===== src/rtl/dfd_pkg.sv =====
// Shared definitions for the universal register: mode encoding.
// All eight 3-bit codes are defined.
package dfd_pkg;

    localparam int MODE_W = 3;

    localparam logic [MODE_W-1:0] MODE_HOLD = 3'd0;
    localparam logic [MODE_W-1:0] MODE_LOAD = 3'd1;
    localparam logic [MODE_W-1:0] MODE_SHL  = 3'd2;
    localparam logic [MODE_W-1:0] MODE_SHR  = 3'd3;
    localparam logic [MODE_W-1:0] MODE_ROL  = 3'd4;
    localparam logic [MODE_W-1:0] MODE_ROR  = 3'd5;
    localparam logic [MODE_W-1:0] MODE_CLR  = 3'd6;
    localparam logic [MODE_W-1:0] MODE_INV  = 3'd7;

endpackage


===== src/rtl/dfd_bit.sv =====
// One storage bit with a true flop and a separate complement flop,
// both loaded from the same D so qbar_o is always ~q_o, even in reset.
module dfd_bit #(
    parameter logic RESET_BIT = 1'b0
) (
    input  logic clk,
    input  logic rst_n,
    input  logic d_i,
    output logic q_o,
    output logic qbar_o
);

    logic q_q;
    logic qbar_q;

    always_ff @(posedge clk or negedge rst_n) begin
        if (!rst_n) begin
            q_q    <= RESET_BIT;
            qbar_q <= ~RESET_BIT;
        end else begin
            q_q    <= d_i;
            qbar_q <= ~d_i;
        end
    end

    assign q_o    = q_q;
    assign qbar_o = qbar_q;

endmodule


===== src/rtl/dfd_univ_reg.sv =====
// WIDTH-bit universal register: load, shift, rotate, clear and invert per
// cycle, with complementary outputs and registered change/zero flags.
module dfd_univ_reg
    import dfd_pkg::*;
#(
    parameter int               WIDTH     = 8,
    parameter logic [WIDTH-1:0] RESET_VAL = '0
) (
    input  logic              clk,
    input  logic              rst_n,
    input  logic              en,
    input  logic [MODE_W-1:0] mode,
    input  logic [WIDTH-1:0]  d,
    input  logic              sin_l,
    input  logic              sin_r,
    output logic [WIDTH-1:0]  Q,
    output logic [WIDTH-1:0]  Qbar,
    output logic              sout_l,
    output logic              sout_r,
    output logic              chg,
    output logic              zero
);

    logic [WIDTH-1:0] q_q;
    logic [WIDTH-1:0] qbar_q;
    logic [WIDTH-1:0] q_d;
    logic [WIDTH-1:0] shl_v;
    logic [WIDTH-1:0] shr_v;
    logic [WIDTH-1:0] rol_v;
    logic [WIDTH-1:0] ror_v;
    logic             chg_q;
    logic             zero_q;

    // Shift/rotate candidates are built by overwriting the vacated bit, which
    // keeps WIDTH == 1 legal: shifts take the serial input, rotates hold.
    always_comb begin
        shl_v           = q_q << 1;
        shl_v[0]        = sin_r;
        shr_v           = q_q >> 1;
        shr_v[WIDTH-1]  = sin_l;
        rol_v           = q_q << 1;
        rol_v[0]        = q_q[WIDTH-1];
        ror_v           = q_q >> 1;
        ror_v[WIDTH-1]  = q_q[0];

        q_d = q_q;
        if (en) begin
            case (mode)
                MODE_HOLD: q_d = q_q;
                MODE_LOAD: q_d = d;
                MODE_SHL:  q_d = shl_v;
                MODE_SHR:  q_d = shr_v;
                MODE_ROL:  q_d = rol_v;
                MODE_ROR:  q_d = ror_v;
                MODE_CLR:  q_d = RESET_VAL;
                MODE_INV:  q_d = ~q_q;
                default:   q_d = q_q;
            endcase
        end
    end

    for (genvar i = 0; i < WIDTH; i++) begin : g_bit
        dfd_bit #(
            .RESET_BIT (RESET_VAL[i])
        ) u_bit (
            .clk    (clk),
            .rst_n  (rst_n),
            .d_i    (q_d[i]),
            .q_o    (q_q[i]),
            .qbar_o (qbar_q[i])
        );
    end

    always_ff @(posedge clk or negedge rst_n) begin
        if (!rst_n) begin
            chg_q  <= 1'b0;
            zero_q <= (RESET_VAL == '0);
        end else begin
            chg_q  <= (q_d != q_q);
            zero_q <= (q_d == '0);
        end
    end

    assign Q      = q_q;
    assign Qbar   = qbar_q;
    assign sout_l = q_q[WIDTH-1];
    assign sout_r = q_q[0];
    assign chg    = chg_q;
    assign zero   = zero_q;

endmodule

===== config.mk =====
export PLATFORM = sky130hd
export DESIGN_NAME = dfd_univ_reg
export DESIGN_NICKNAME = d
export VERILOG_FILES = /design/src/rtl/dfd_pkg.sv /design/src/rtl/dfd_bit.sv /design/src/rtl/dfd_univ_reg.sv
export SDC_FILE = /design/constraint.sdc
export NUM_CORES = 1
export LEC_CHECK = 0
export CAP_MARGIN = 20
export CORE_ASPECT_RATIO = 1.5
export CORE_MARGIN = 3
export CORE_UTILIZATION = 50
export CTS_BUF_LIST = sky130_fd_sc_hd__clkbuf_16
export CTS_CLUSTER_SIZE = 16
export DETAILED_ROUTE_END_ITERATION = 16
export PLACE_DENSITY = 0.91
export SETUP_SLACK_MARGIN = 0.3
export SLEW_MARGIN = 20
export SYNTH_ARGS = -nofsm -noshare
export SYNTH_HDL_FRONTEND = slang
export SYNTH_HIERARCHICAL = 1
export SYNTH_SLANG_ARGS = --single-unit

===== constraint.sdc =====
create_clock -name clk -period 5.05 [get_ports clk]
set_clock_uncertainty 0.15 [all_clocks]
set_input_delay 1.01 -clock clk [delete_from_list [all_inputs] [get_ports clk]]
set_output_delay 1.01 -clock clk [all_outputs]
set_load 0.01 [all_outputs]

-- Word level (Yosys, flattened, before mapping)
Cells that the tools add are included.
W data, S select, Z words.
- eq/ne operators: 8
- multiplexer cells: 2
- bitwise operators: 9
- reductions and logical operators: 2
- operators by type and width (operator ; number):
    $pmux W8 S8 ; 1
    $eq A3 B3 Y1 const B ; 4
    $logic_not A8 Y1 ; 1
    $mux W8 ; 1
    $ne A8 B8 Y1 ; 1
    $not A1 Y1 ; 8
    $not A8 Y8 ; 1
    $eq A3 B2 Y1 const B ; 2
    $eq A3 B1 Y1 const B ; 1
    $logic_not A3 Y1 ; 1
- register bits: 18
- output and inout bits: 20
- logic and storage cells: 39

-- Longest topological paths before layout
Gate-level depths: netlist of run 1.
- depth after elaboration: 4
- gate-level depth with buffers: 8

-- Cells and area by module
Netlist of run 1, hierarchy kept.
- by module, submodules not included (module ; times used ; cells each ; area each (sq um) ; sequential area each (sq um)):
    dfd_univ_reg ; 1 ; 103 ; 747.0 ; 51.3
    dfd_bit ; 8 ; 3 ; 55.1 ; 51.3

-- Least setup slack after synthesis of run 1
Ideal clock, no wire load.
- path kind: input to register
- start point: in mode[1]
- end point: reg chg_q (netlist: chg)
- arrival time: 2.208 ns
- required time: 4.759 ns
- slack: 2.551 ns
- cell stages on the path: 7
- path buffers: 1
- path through: buf_6 or3b_4 o221ai_2 a21oi_1 nor3_1 o2111a_1 o2111ai_1
- cells in the longest elaborated chain, start to end: 4
- RTL lines (element ; line ; text):
    from (decl) ; dfd_univ_reg.sv:12 ; input logic [MODE_W-1:0] mode,
    $eq A3 B3 Y1 (tied with other cells) ; dfd_univ_reg.sv:48 ; case (mode)
    $pmux W8 S8 * ; dfd_univ_reg.sv:48 ;
    $mux W8 * ; dfd_univ_reg.sv:47 ; if (en) begin
    $ne A8 B8 Y1 * ; dfd_univ_reg.sv:79 ; chg_q <= (q_d != q_q);
    to (signal assigned) ; dfd_univ_reg.sv:79 ;
    to (decl) ; dfd_univ_reg.sv:31 ; logic chg_q;
Mark *: on every way between the ends. The rest lies on a longest branch, timed or not.

-- Worst setup path after layout of run 1
- start point: in mode[0]
- end point: reg chg_q (netlist: chg)
The elaborated chain is that of the path after synthesis.

==> results of run 1 <==
-- kinds of logic (layout without fill, tap and decap cells) --
family | Yosys count | count (layout)
AOI/OAI and AO/OA | 42 | 42
and+or+nand+nor | 39 | 39
buffers and inverters | 21 | 50
DFF | 18 | 18
muxes | 5 | 5
adders and majority gates | 1 | 1
xor gates and xnor gates | 1 | 1
-- cell usage in the layout (no fill, tap or decap), types with 2 or more instances in the layout --
master                             n
sky130_fd_sc_hd__clkdlybuf4s50_1  35
sky130_fd_sc_hd__inv_1            11
sky130_fd_sc_hd__nor2_1           10
sky130_fd_sc_hd__dfrtp_1           9
sky130_fd_sc_hd__dfstp_2           9
sky130_fd_sc_hd__nand2_1           8
sky130_fd_sc_hd__nor2b_1           7
sky130_fd_sc_hd__o21ai_0           6
sky130_fd_sc_hd__a21oi_1           6
sky130_fd_sc_hd__mux2i_1           4
sky130_fd_sc_hd__a2bb2oi_1         3
sky130_fd_sc_hd__o221ai_1          3
sky130_fd_sc_hd__clkbuf_16         3
sky130_fd_sc_hd__o221ai_2          2
sky130_fd_sc_hd__or2_0             2
sky130_fd_sc_hd__o21ai_1           2
sky130_fd_sc_hd__o211ai_1          2
sky130_fd_sc_hd__o21a_1            2
sky130_fd_sc_hd__o221a_2           2
sky130_fd_sc_hd__nor3_1            2
sky130_fd_sc_hd__a22oi_1           2
sky130_fd_sc_hd__a211oi_1          2
-- worst max-delay path, stage by stage --
cell and delay (ps):
sky130_fd_sc_hd__clkdlybuf4s50_1 910, sky130_fd_sc_hd__or3b_4 480, sky130_fd_sc_hd__o221ai_2 210, sky130_fd_sc_hd__a21oi_1 100
sky130_fd_sc_hd__nor3_1 200, sky130_fd_sc_hd__o2111a_1 220, sky130_fd_sc_hd__o2111ai_1 120
-- report_power, final --
part	leakage (nW)	internal [mW]	switching, mW
combinational	0.394	0.0942	0.0810
sequential	0.195	0.176	0.0269
clock	0.0385	0.105	0.0478
-- sequential cells by signal, indices dropped and copies added, names as in the netlist --
name                flops
chg                     1
zero                    1
g_bit.u_bit/qbar_o      8
g_bit.u_bit/q_o         8
-- routing by layer --
layer  share of wire  up-vias  GRT usage
li1                -      517          -
met1            0.39      523      0.230
met2            0.55       37      0.350
met3           0.049        4     0.0274
met4           0.015        0      0.103
met5               0        -          0
-- worst paths after layout --
check / slack (ps) / startpoint / endpoint
worst max-delay path: 1750 / mode[0] / chg$_DFF_PN0_
worst min-delay path: 530 / g_bit[7].u_bit/q_o$_DFF_PN0_ / g_bit[7].u_bit/q_o$_DFF_PN0_
worst max register to register: 3060 / g_bit[7].u_bit/q_o$_DFF_PN0_ / chg$_DFF_PN0_
worst min register to register: 530 / g_bit[7].u_bit/q_o$_DFF_PN0_ / g_bit[7].u_bit/q_o$_DFF_PN0_
max in group asynchronous: 3230 / rst_n / chg$_DFF_PN0_
min in group asynchronous: 1050 / rst_n / g_bit[1].u_bit/q_o$_DFF_PN0_
-- cell type report --
class,instances,area (um^2)
inverters,11,41.3
clock buffers,3,75.1
well taps,23,28.8
multi-input cells,88,619
flip-flops and latches,18,462
fillers,170,679
clock inverters,1,3.75
repair buffers,35,350
==> impl_metrics.yaml, run 1 <==
worst_hold_path:
  hp-class: "reg -> reg"
  whs_path_depth: 2
die:
  count_of_standard_cell_rows: 21
  coreArea_um2: 2260
  die_area_um2: 3010
  floorplan.io_pins: 36
  fp.dieH_um: 65.7
  die_width_um: 45.8
  floorplan.initialDensity: 0.525
layout:
  area_grow_syn2layout_pct: 33.1
  final_nets: 173
  post-route-util: 0.699
  antenna-diode-count: 0
  post_layout_nonfiller_instances: 179
  layout_cell_share_with_drive_strength_beyond_1: 0.141
  layout.cell_area.non_filler_um2: 1580
yosys:
  synth_top_family_by_area: "compound AO/OA/AOI/OAI gates"
  syn-cell-area_um2: 1190
  synthDistinctLibCells: 47
  yosys_register_bits: 18
  syn-num-nets: 143
  yosysWarningCount: 6
  synth_fa_ha_area_frac: 0.00843
  synth.yosys.seq_area_share: 0.389
  synth-simple-area-share: 0.192
  synth-xor-area-share: 0.00738
  synth_area_in_compound_gates: 0.271
  yosys.cell_count.top_type: "sky130_fd_sc_hd__inv_1"
  synth-edff-count: 0
  synth_area_leaders: "sky130_fd_sc_hd__dfstp_2, sky130_fd_sc_hd__dfrtp_1, sky130_fd_sc_hd__nor2b_1, sky130_fd_sc_hd__inv_1, sky130_fd_sc_hd__mux2i_1"
  postSynthCellCount: 127
  synthMuxAreaShare: 0.0432
  yosys_most_used_dff: "sky130_fd_sc_hd__dfstp_2"
  yosys.area.top_type: "sky130_fd_sc_hd__dfstp_2"
  commonest_cells_post_synth: "sky130_fd_sc_hd__inv_1, sky130_fd_sc_hd__nor2_1, sky130_fd_sc_hd__dfrtp_1, sky130_fd_sc_hd__dfstp_2, sky130_fd_sc_hd__nand2_1"
  avg_synthesized_cell_area_um2: 9.35
  async_reset_ff_frac: 1.00
  synth_top_area_share: 0.199
global_route:
  pin_count_of_the_biggest_net_entering_global_routing: 22
  grt_use_total: 0.202
  wire_length_of_the_first_global_routing_pass_um: 4590
  grt_pass1_vias: 1107
  gr-total-overflow: 0
  grt_antenna_before_repair: 0
cts:
  postCtsSetupBuffers: 0
  cts_tree: "yes"
  clk_path_buf_depth: 2
  clk_root_buffer_cell: "sky130_fd_sc_hd__clkbuf_16"
  post_cts_resize_count: 0
  h_tree_level_count: 1
  cts-hold-fix-buffers: 0
  clkTransAtPathRegs_ps: 50
  clock_insertion_delay_worst_skew_ps: 240
  tritoncts.num_buffers: 3
  clkSinkCount: 18
sta:
  worst_pin_slew_ps: 736
  layout_worst_path_cycle_share: 0.654
  maxSlewViolCount: 0
  rsz0062_at_grt: "false"
  setup_viol: 0
  fin_crit_ps: 3300
  timing.final.hold_violations: 0
  hold_slack_ps: 528
  timing.fmax_ghz: 0.303
  setup_slack_of_the_critical_path_after_layout_ps: 1750
  timing.slew.headroom: 0.508
  finalSetupTns_ps: 0
flow_run:
  max_cap_viol_count: 0
detailed_routing:
  wl_um: 2780
  routed_via_density: 6.04
  drt.antenna.violating_nets: 0
  initialDrtViolationCount: 31
  vias: 1081
  drt_first_pass_iters: 4
  drt_drc_violations_left: 0
  routed_wire_length_per_instance_um: 15.5
power_and_ir_drop:
  ir_worst_vdd_mv: 0.292
  totalPowerFinal_mw: 0.531
  power_leakage_nw: 0.628
  power_per_cell_area_nw_per_um2: 336
setup_path:
  end_kind: "flop"
  path_class: "in -> reg"
  cp_max_fo: 21
  critPathArrivalTime_ps: 3250
  ff_to_ff_path_depth: 6
  critical_path_data_required_time_ps: 5000
  critPathLaunchType: "input port"
placed_design:
  cell_area_after_placement_um2: 1500
  post-dp-hpwl_um: 2150
  post-place-ws_ps: 1490
  portBuffers: 35
  gpl_congestion: 0.867
  cell_count_after_placement: 175
run_status:
  status: "completed"
Power figures use the tool's default switching activity.
==> run 2: changes to the inputs <==
--- a/config.mk
+++ b/config.mk
@@ -8,11 +8,11 @@
 export CAP_MARGIN = 20
 export CORE_ASPECT_RATIO = 1.5
 export CORE_MARGIN = 3
-export CORE_UTILIZATION = 50
+export CORE_UTILIZATION = 42
 export CTS_BUF_LIST = sky130_fd_sc_hd__clkbuf_16
 export CTS_CLUSTER_SIZE = 16
 export DETAILED_ROUTE_END_ITERATION = 16
-export PLACE_DENSITY = 0.91
+export PLACE_DENSITY = 0.83
 export SETUP_SLACK_MARGIN = 0.3
 export SLEW_MARGIN = 20
 export SYNTH_ARGS = -nofsm -noshare
==> constraint.sdc (replaced) <==
create_clock -name clk -period 2.9 [get_ports clk]
set_clock_uncertainty 0.15 [all_clocks]
set_input_delay 0.58 -clock clk [delete_from_list [all_inputs] [get_ports clk]]
set_output_delay 0.58 -clock clk [all_outputs]
set_load 0.01 [all_outputs]
==> impl_metrics.yaml, run 2 (synthesis gave the netlist of run 1 again) <==
run_status:
  status: "completed"
power_and_ir_drop:
  ir_worst_vdd_mv: 0.256
  totalPowerFinal_mw: 0.938
  power_per_cell_area_nw_per_um2: 568
  power_leakage_nw: 0.676
setup_path:
  critical_path_data_required_time_ps: 2910
  timing.reg2reg.setup_slack_ps: 890
  critPathArrivalTime_ps: 2320
  cp_top_family: "compound AO/OA/AOI/OAI gates"
  crit_slowest_cell: "sky130_fd_sc_hd__clkdlybuf4s50_1"
  rr_startpoint: "g_bit[6].u_bit/q_o$_DFF_PN0_"
  end_kind: "flop"
  cp_max_fo: 12
  path_class: "in -> reg"
  critPathLaunchType: "input port"
  cp_cell_sequence: "clkdlybuf4s50_1, o221ai_1, a2bb2oi_1, a211oi_1, nand2_1, nor4_2"
  ff_to_ff_path_depth: 6
  critical_path.reg2reg.endpoint: "chg$_DFF_PN0_"
  path_buf_inv: 1
  critical_path.max_stage_delay_ps: 720
sta:
  timing.fmax_ghz: 0.432
  setup_slack_of_the_critical_path_after_layout_ps: 584
  rsz0062_at_grt: "false"
  timing.final.hold_violations: 0
  setup_viol: 0
  finalSetupTns_ps: 0
  worst_pin_slew_ps: 697
  timing.slew.headroom: 0.534
  layout_worst_path_cycle_share: 0.798
  maxSlewViolCount: 0
  hold_slack_ps: 543
  fin_crit_ps: 2320
cts:
  h_tree_level_count: 1
  clock_insertion_delay_worst_skew_ps: 240
  clk_root_buffer_cell: "sky130_fd_sc_hd__clkbuf_16"
  clkTransAtPathRegs_ps: 50
  postCtsSetupBuffers: 0
  clkSinkCount: 18
  cts_tree: "yes"
  clk_path_buf_depth: 2
  tritoncts.num_buffers: 3
flow_run:
  max_cap_viol_count: 0
global_route:
  pin_count_of_the_biggest_net_entering_global_routing: 19
  wire_length_of_the_first_global_routing_pass_um: 4900
  grt_pass1_vias: 1109
  grt_antenna_before_repair: 0
  grt_use_total: 0.182
  gr-total-overflow: 0
worst_hold_path:
  hp-class: "reg -> reg"
  worst_hold_path.endpoint: "g_bit[2].u_bit/q_o$_DFF_PN0_"
  whs_path_depth: 1
  hold_start: "g_bit[2].u_bit/q_o$_DFF_PN0_"
die:
  die_area_um2: 3510
  fp.dieH_um: 71.1
  coreArea_um2: 2680
  floorplan.initialDensity: 0.444
  count_of_standard_cell_rows: 23
  floorplan.io_pins: 36
  die_width_um: 49.4
layout:
  post-route-util: 0.617
  antenna-diode-count: 0
  mostFrequentLayoutCells: "sky130_fd_sc_hd__clkdlybuf4s50_1, sky130_fd_sc_hd__inv_1, sky130_fd_sc_hd__nor2_1, sky130_fd_sc_hd__dfrtp_1, sky130_fd_sc_hd__dfstp_2"
  post_layout_nonfiller_instances: 198
  final_nets: 178
  most_common_library_cell_in_the_layout_ignoring_fill_and_taps: "sky130_fd_sc_hd__clkdlybuf4s50_1"
  layout_cell_share_with_drive_strength_beyond_1: 0.174
  area_grow_syn2layout_pct: 39.0
  layout.cell_area.non_filler_um2: 1650
placed_design:
  cell_count_after_placement: 194
  gpl_congestion: 0.900
  post-dp-hpwl_um: 2320
  portBuffers: 35
  cell_area_after_placement_um2: 1560
  post-place-ws_ps: -29.0
detailed_routing:
  drt_drc_violations_left: 0
  drt_first_pass_iters: 4
  routed_wire_length_per_instance_um: 15.2
  vias: 1150
  drt.antenna.violating_nets: 0
  wl_um: 3000
  initialDrtViolationCount: 59
  routed_via_density: 5.81
-- run 2: changes by cell type in the layout (fill, tap and decap cells not counted), sizes merged --
cell / change
clkdlybuf4s50: -3
dlygate4sd2: +1
buf: +5
dlymetal6s2s: +2
-- run 2: layout make-up --
| type | count | area [um^2] |
|---|---|---|
| multi-input combinational | 88 | 627 |
| sequential | 18 | 462 |
| fill | 230 | 1030 |
| timing repair buffer | 40 | 395 |
| inverter | 11 | 41.3 |
| clock inverter | 1 | 3.75 |
| clock buffer | 3 | 75.1 |
| tap | 37 | 46.3 |
-- run 2: timing repair --
item | CTS | global route
hold buffers | 0 | 0
resized for setup | 2 | 4
setup endpoints to repair | 2 | 2
-- run 2: worst reg2reg max path, cell delays in order, from the launching register on --
cell and delay (ps):
sky130_fd_sc_hd__dfrtp_1 420, sky130_fd_sc_hd__inv_1 120, sky130_fd_sc_hd__maj3_1 360, sky130_fd_sc_hd__o211ai_1 310, sky130_fd_sc_hd__nor2_1 140, sky130_fd_sc_hd__o2111a_1 260, sky130_fd_sc_hd__o2111ai_1 160
-- run 2: how the worst max path moves through the flow --
stage | startpoint | end | slack [ps] | cells after the start
global route | mode[2] | chg$_DFF_PN0_ | 440 | 7
floorplan | mode[1] | chg$_DFF_PN0_ | 830 | 7
CTS | mode[0] | zero$_DFF_PN1_ | 330 | 8
global placement | mode[2] | chg$_DFF_PN0_ | 80 | 7
finish | en | zero$_DFF_PN1_ | 580 | 6
detailed placement | mode[2] | zero$_DFF_PN1_ | -30 | 7
-- run 2: power by group --
part           switching (mW)  internal, mW
sequential             0.0509         0.306
clock                  0.0840         0.183
combinational           0.146         0.168
total                   0.281         0.657
-- run 2: metal layers --
metal | GRT usage | up-vias | part of all wire
met1 | 0.196 | 534 | 0.37
met5 | 0 | - | 0
met3 | 0.0274 | 17 | 0.057
li1 | - | 522 | -
met2 | 0.313 | 77 | 0.51
met4 | 0.145 | 0 | 0.054
==> variant 1 (flow settings as in run 2) <==
Change the parameter `WIDTH` from 8 to 6.
--- a/src/rtl/dfd_univ_reg.sv
+++ b/src/rtl/dfd_univ_reg.sv
@@ -3,7 +3,7 @@
 module dfd_univ_reg
     import dfd_pkg::*;
 #(
-    parameter int               WIDTH     = 8,
+    parameter int               WIDTH     = 6,
     parameter logic [WIDTH-1:0] RESET_VAL = '0
 ) (
     input  logic              clk,
Ports: changed (resized Q, Qbar and d); port bits go from 36 to 30. The function was not compared with the original's and may differ.
==> variant 1 against run 2 <==
Combinational power is 3% higher. Non-clock buffer count fell by 4. Largest cell class unchanged. Routed wire length down 11%. Area after synthesis fell by 20%. Global-route usage increased by 1.7 points. Power is 6.3% lower. Clock power is 4% lower. Worst setup slack got worse by 0.11 ns. Sequential cell count decreased by 4. Design area shrank 16%. Critical path type unchanged.
==> variant 1: results (changes against run 2) <==
stage,metric,value,unit,change
timing,worst slew pin tran,0.572,ns,was 0.697 ns
placement,placed cell areas,0.00128,mm²,was 0.00156 mm²
global_route,grt met2 use,31.6,%,was 31.3%
detailed_routing,WL/cell,17.1,µm,was 15.2 µm
detailed_routing,via count,909,,"was 1,150"
run_status,status,finished clean,,unchanged
synthesis,list of most frequent post-synthesis cells,"11 x inv_1, 8 x a21oi_1, 7 x dfrtp_1, 7 x dfstp_2, 7 x o21ai_0",,"was 11 x inv_1, 10 x nor2_1, 9 x dfrtp_1, 9 x dfstp_2, 8 x nand2_1"
placement,Port Buffers,29,,was 35
global_route,GRT Total Usage,19.9,%,was 18.2%
critical_path,RR Startpoint,g_bit[3].u_bit/q_o,,was g_bit[6].u_bit/q_o
synthesis,"Avg Cell Area, Syn",9.55,µm²,was 9.35 µm²
global_route,M1 GR Usage,22.9,%,was 19.6%
critical_path,crit path from,mode[2],,was en
synthesis,register area share after synthesis,37.6,%,was 38.9%
detailed_routing,metal3 WL,180,µm,was 171 µm
global_route,first-pass GRT wire length,4280,µm,was 4900 µm
power,leakage power,0.601,nW,was 0.676 nW
placement,DP Worst Slack,0.0510,ns,was -0.0290 ns
critical_path,"Arr. time, crit path",2.38,ns,was 2.32 ns
synthesis,XOR/XNOR Fraction of Synth Area,1.83,%,was 0.738%
placement,placed cell count,152,,was 194
synthesis,mux cell area share after synthesis,7.99,%,was 4.32%
global_route,vias in the first global route,957,,"was 1,109"
global_route,largest net degree at the start of global routing,16,,was 19
placement,dpl hpwl,1900,µm,was 2320 µm
detailed_routing,met2 WL post-DR,1310,µm,was 1540 µm
synthesis,post-synthesis adder-cell area fraction,0,%,was 0.843%
hold_path,hold path cells,2,,was 1
critical_path,Max stage delay on crit path,0.50,ns,was 0.72 ns
finish,fill count,174,,was 230
synthesis,post-synth cell types,37,,was 47
global_route,global routing usage on met3,2.82,%,was 2.74%
placement,GP Congestion,0.917,,was 0.900
==> variant 1: changes by cell type in the layout (fill, tap and decap cells not counted), moves of 3 or more <==
cell / run 2 / this run
nor2b_1: 7 / 0
clkdlybuf4s50_1: 32 / 27
nand2_1: 8 / 3
nor2_1: 10 / 5
a2bb2oi_1: 3 / 0
nand3b_1: 0 / 3
o221ai_1: 3 / 0
==> variant 1: repair_timing <==
action / in CTS / in global routing
endpoints found under the setup margin: 0 / 2
resized for setup: 0 / 5
hold buffers: 0 / 0
==> variant 1: final cells by class <==
| class | count | share of cell area, % |
|---|---|---|
| multi-input cells | 69 | 37.4 |
| well taps | 22 | 1.99 |
| clock buffers | 3 | 5.42 |
| clock inverters | 1 | 0.271 |
| flip-flops and latches | 14 | 25.9 |
| inverters | 11 | 2.98 |
| repair buffers | 36 | 26.0 |
==> variant 1: power by group <==
group	internal [mW]	total [mW]	switching (mW)	leakage, nW
registers	0.251	0.299	0.0485	0.153
clock network	0.182	0.256	0.0740	0.0385
logic	0.175	0.324	0.149	0.409
==> variant 2 (settings of run 2) <==
Made on the original files. Reset style: synchronous (`rst_n`), changed in 2 clocked blocks.
--- a/src/rtl/dfd_bit.sv
+++ b/src/rtl/dfd_bit.sv
@@ -13,7 +13,7 @@
     logic q_q;
     logic qbar_q;
 
-    always_ff @(posedge clk or negedge rst_n) begin
+    always_ff @(posedge clk) begin
         if (!rst_n) begin
             q_q    <= RESET_BIT;
             qbar_q <= ~RESET_BIT;
--- a/src/rtl/dfd_univ_reg.sv
+++ b/src/rtl/dfd_univ_reg.sv
@@ -71,7 +71,7 @@
         );
     end
 
-    always_ff @(posedge clk or negedge rst_n) begin
+    always_ff @(posedge clk) begin
         if (!rst_n) begin
             chg_q  <= 1'b0;
             zero_q <= (RESET_VAL == '0);
Function: differs if rst_n is asserted again (counterexample within 4 cycles, from zero or initial values and one cycle with rst_n low); with rst_n held inactive, the same outputs for 10 cycles.
==> variant 2 against run 2 <==
Synthesized cell count rose by 1.6%. Global-route usage is 1.2 points higher. Worst setup slack worse by 0.057 ns. Area after synthesis shrank 8.3%. Cell count increased by 1.5%. Design area rose by 1.4%. Power fell by 16%. Combinational power down 28%. First-iteration DRC count down 24%. Critical endpoint is now zero. Routed wire length about the same. Die area down 7.5%. Sequential cell count unchanged.
==> variant 2: results (changes against run 2) <==
stage,metric,value,unit,change
run_status,status,finished clean,,unchanged
finish,nets,194,,was 178
clock_network,Worst-Skew Late Latency,0.25,ns,
timing,worst rel slew slack,64.7,%,was 53.4%
placement,Port Buffers,35,,unchanged
synthesis,post-synth cell types,34,,was 47
finish,share of layout cells above drive strength 1,16.9,%,was 17.4%
detailed_routing,vias per cell,5.74,,was 5.81
clock_network,number of buffers created by CTS,3,,unchanged
clock_network,CTS tree,done,,unchanged
placement,DP Worst Slack,-0.0219,ns,was -0.0290 ns
global_route,largest net degree at the start of global routing,25,,was 19
power,Max VDD drop,0.491,mV,was 0.256 mV
synthesis,ys flop type,dfxtp_1,,was dfstp_2
finish,ANT cells,0,,unchanged
power,Clk. pwr,270,µW,
placement,GP Congestion,0.833,,was 0.900
clock_network,post_cts resized,5,,was 2
clock_network,H-tree Lvls,1,,unchanged
placement,placed cell areas,0.00154,mm²,was 0.00156 mm²
power,leakage power,0.701,nW,was 0.676 nW
timing,Final Hold Vio Count,0,,unchanged
synthesis,register area share after synthesis,33.1,%,was 38.9%
synthesis,"Avg Cell Area, Syn",8.44,µm²,was 9.35 µm²
clock_network,clk buf depth,2,,unchanged
detailed_routing,initial drt markers,45,,was 59
critical_path,CP max FO,8,,was 12
finish,fill count,186,,was 230
power,Seq pwr share,36.7,%,was 38.0%
synthesis,list of most frequent post-synthesis cells,"18 x dfxtp_1, 12 x nand2_1, 10 x mux2i_1, 10 x nor2_1, 9 x and2_1",,"was 11 x inv_1, 10 x nor2_1, 9 x dfrtp_1, 9 x dfstp_2, 8 x nand2_1"
finish,Util after Layout,68.3,%,was 61.7%
placement,dpl hpwl,2200,µm,was 2320 µm
synthesis,Syn Nets,145,,was 143
synthesis,Area contributors post-synth,"dfxtp_1 33%, mux2i_1 9.2%, and2_1 5.2%",,"was dfstp_2 20%, dfrtp_1 19%, nor2b_1 3.7%"
detailed_routing,WL/cell,14.9,µm,was 15.2 µm
clock_network,Worst-path clk slew,0.05,ns,about the same
synthesis,yosys warns,6,,unchanged
finish,Post-Layout Cell Count,201,,was 198
global_route,first-pass GRT wire length,4660,µm,was 4900 µm
synthesis,Async SR Flop Fraction,0,%,was 100%
clock_network,Post-CTS Setup Repair Bufs,0,,unchanged
global_route,GRT Total Usage,19.4,%,was 18.2%
clock_network,clk root buf,clkbuf_16,,unchanged
power,sequential power,288,µW,was 357 µW
global_route,vias in the first global route,1139,,"was 1,109"
power,switch share,26.0,%,was 29.9%
hold_path,Hold Crit Class,register to register,,unchanged
-- variant 2: cell types whose count changed in the layout (fill, tap and decap cells not counted), sizes merged, moves of 4 or more --
cell,change
and2,+9
buf,+13
dfrtp,-9
dfstp,-9
dfxtp,+18
inv,-9
mux2i,+6
nand2,+4
-- variant 2: per-layer routing --
metal / routed length (µm) / global-route usage [%] / vias to the layer above
met5: 0 / 0 / -
met1: 1150 / 22.2 / 534
met3: 165 / 2.63 / 11
met2: 1610 / 32.9 / 45
met4: 78 / 11.1 / 0
li1: - / - / 564
-- variant 2: cell families (layout without fill, tap and decap cells) --
logic type,Yosys count,after routing,synth area share (%)
compound gates,40,40,26.7
xor+xnor,2,2,1.61
buf+inv,12,60,7.13
flops,18,18,33.1
mux,10,10,9.20
simple gates,47,47,22.3
-- variant 2: final cells by class --
| cell class | instances | share of cell area (%) |
|---|---|---|
| clock inverters | 1 | 0.224 |
| multi-input cells | 99 | 40.2 |
| clock buffers | 3 | 4.49 |
| repair buffers | 54 | 31.3 |
| inverters | 2 | 0.449 |
| well taps | 24 | 1.80 |
| flip-flops and latches | 18 | 21.5 |
-- variant 2: worst paths after layout --
kind              slack, ns          startpoint  depth (start not counted)                     to
setup / recovery       0.53                  en                          6                   zero
hold / removal         0.53  g_bit[7].u_bit/q_o                          3  g_bit[7].u_bit/qbar_o
setup reg to reg       0.99  g_bit[7].u_bit/q_o                          6                   zero
hold reg to reg        0.53  g_bit[7].u_bit/q_o                          3  g_bit[7].u_bit/qbar_o
-- variant 2: worst max-delay path, stage by stage --
cell             delay [ns]
clkdlybuf4s50_1        0.63
o221a_2                0.27
o21ai_1                0.07
o21a_1                 0.13
or4_1                  0.53
o31ai_2                0.17
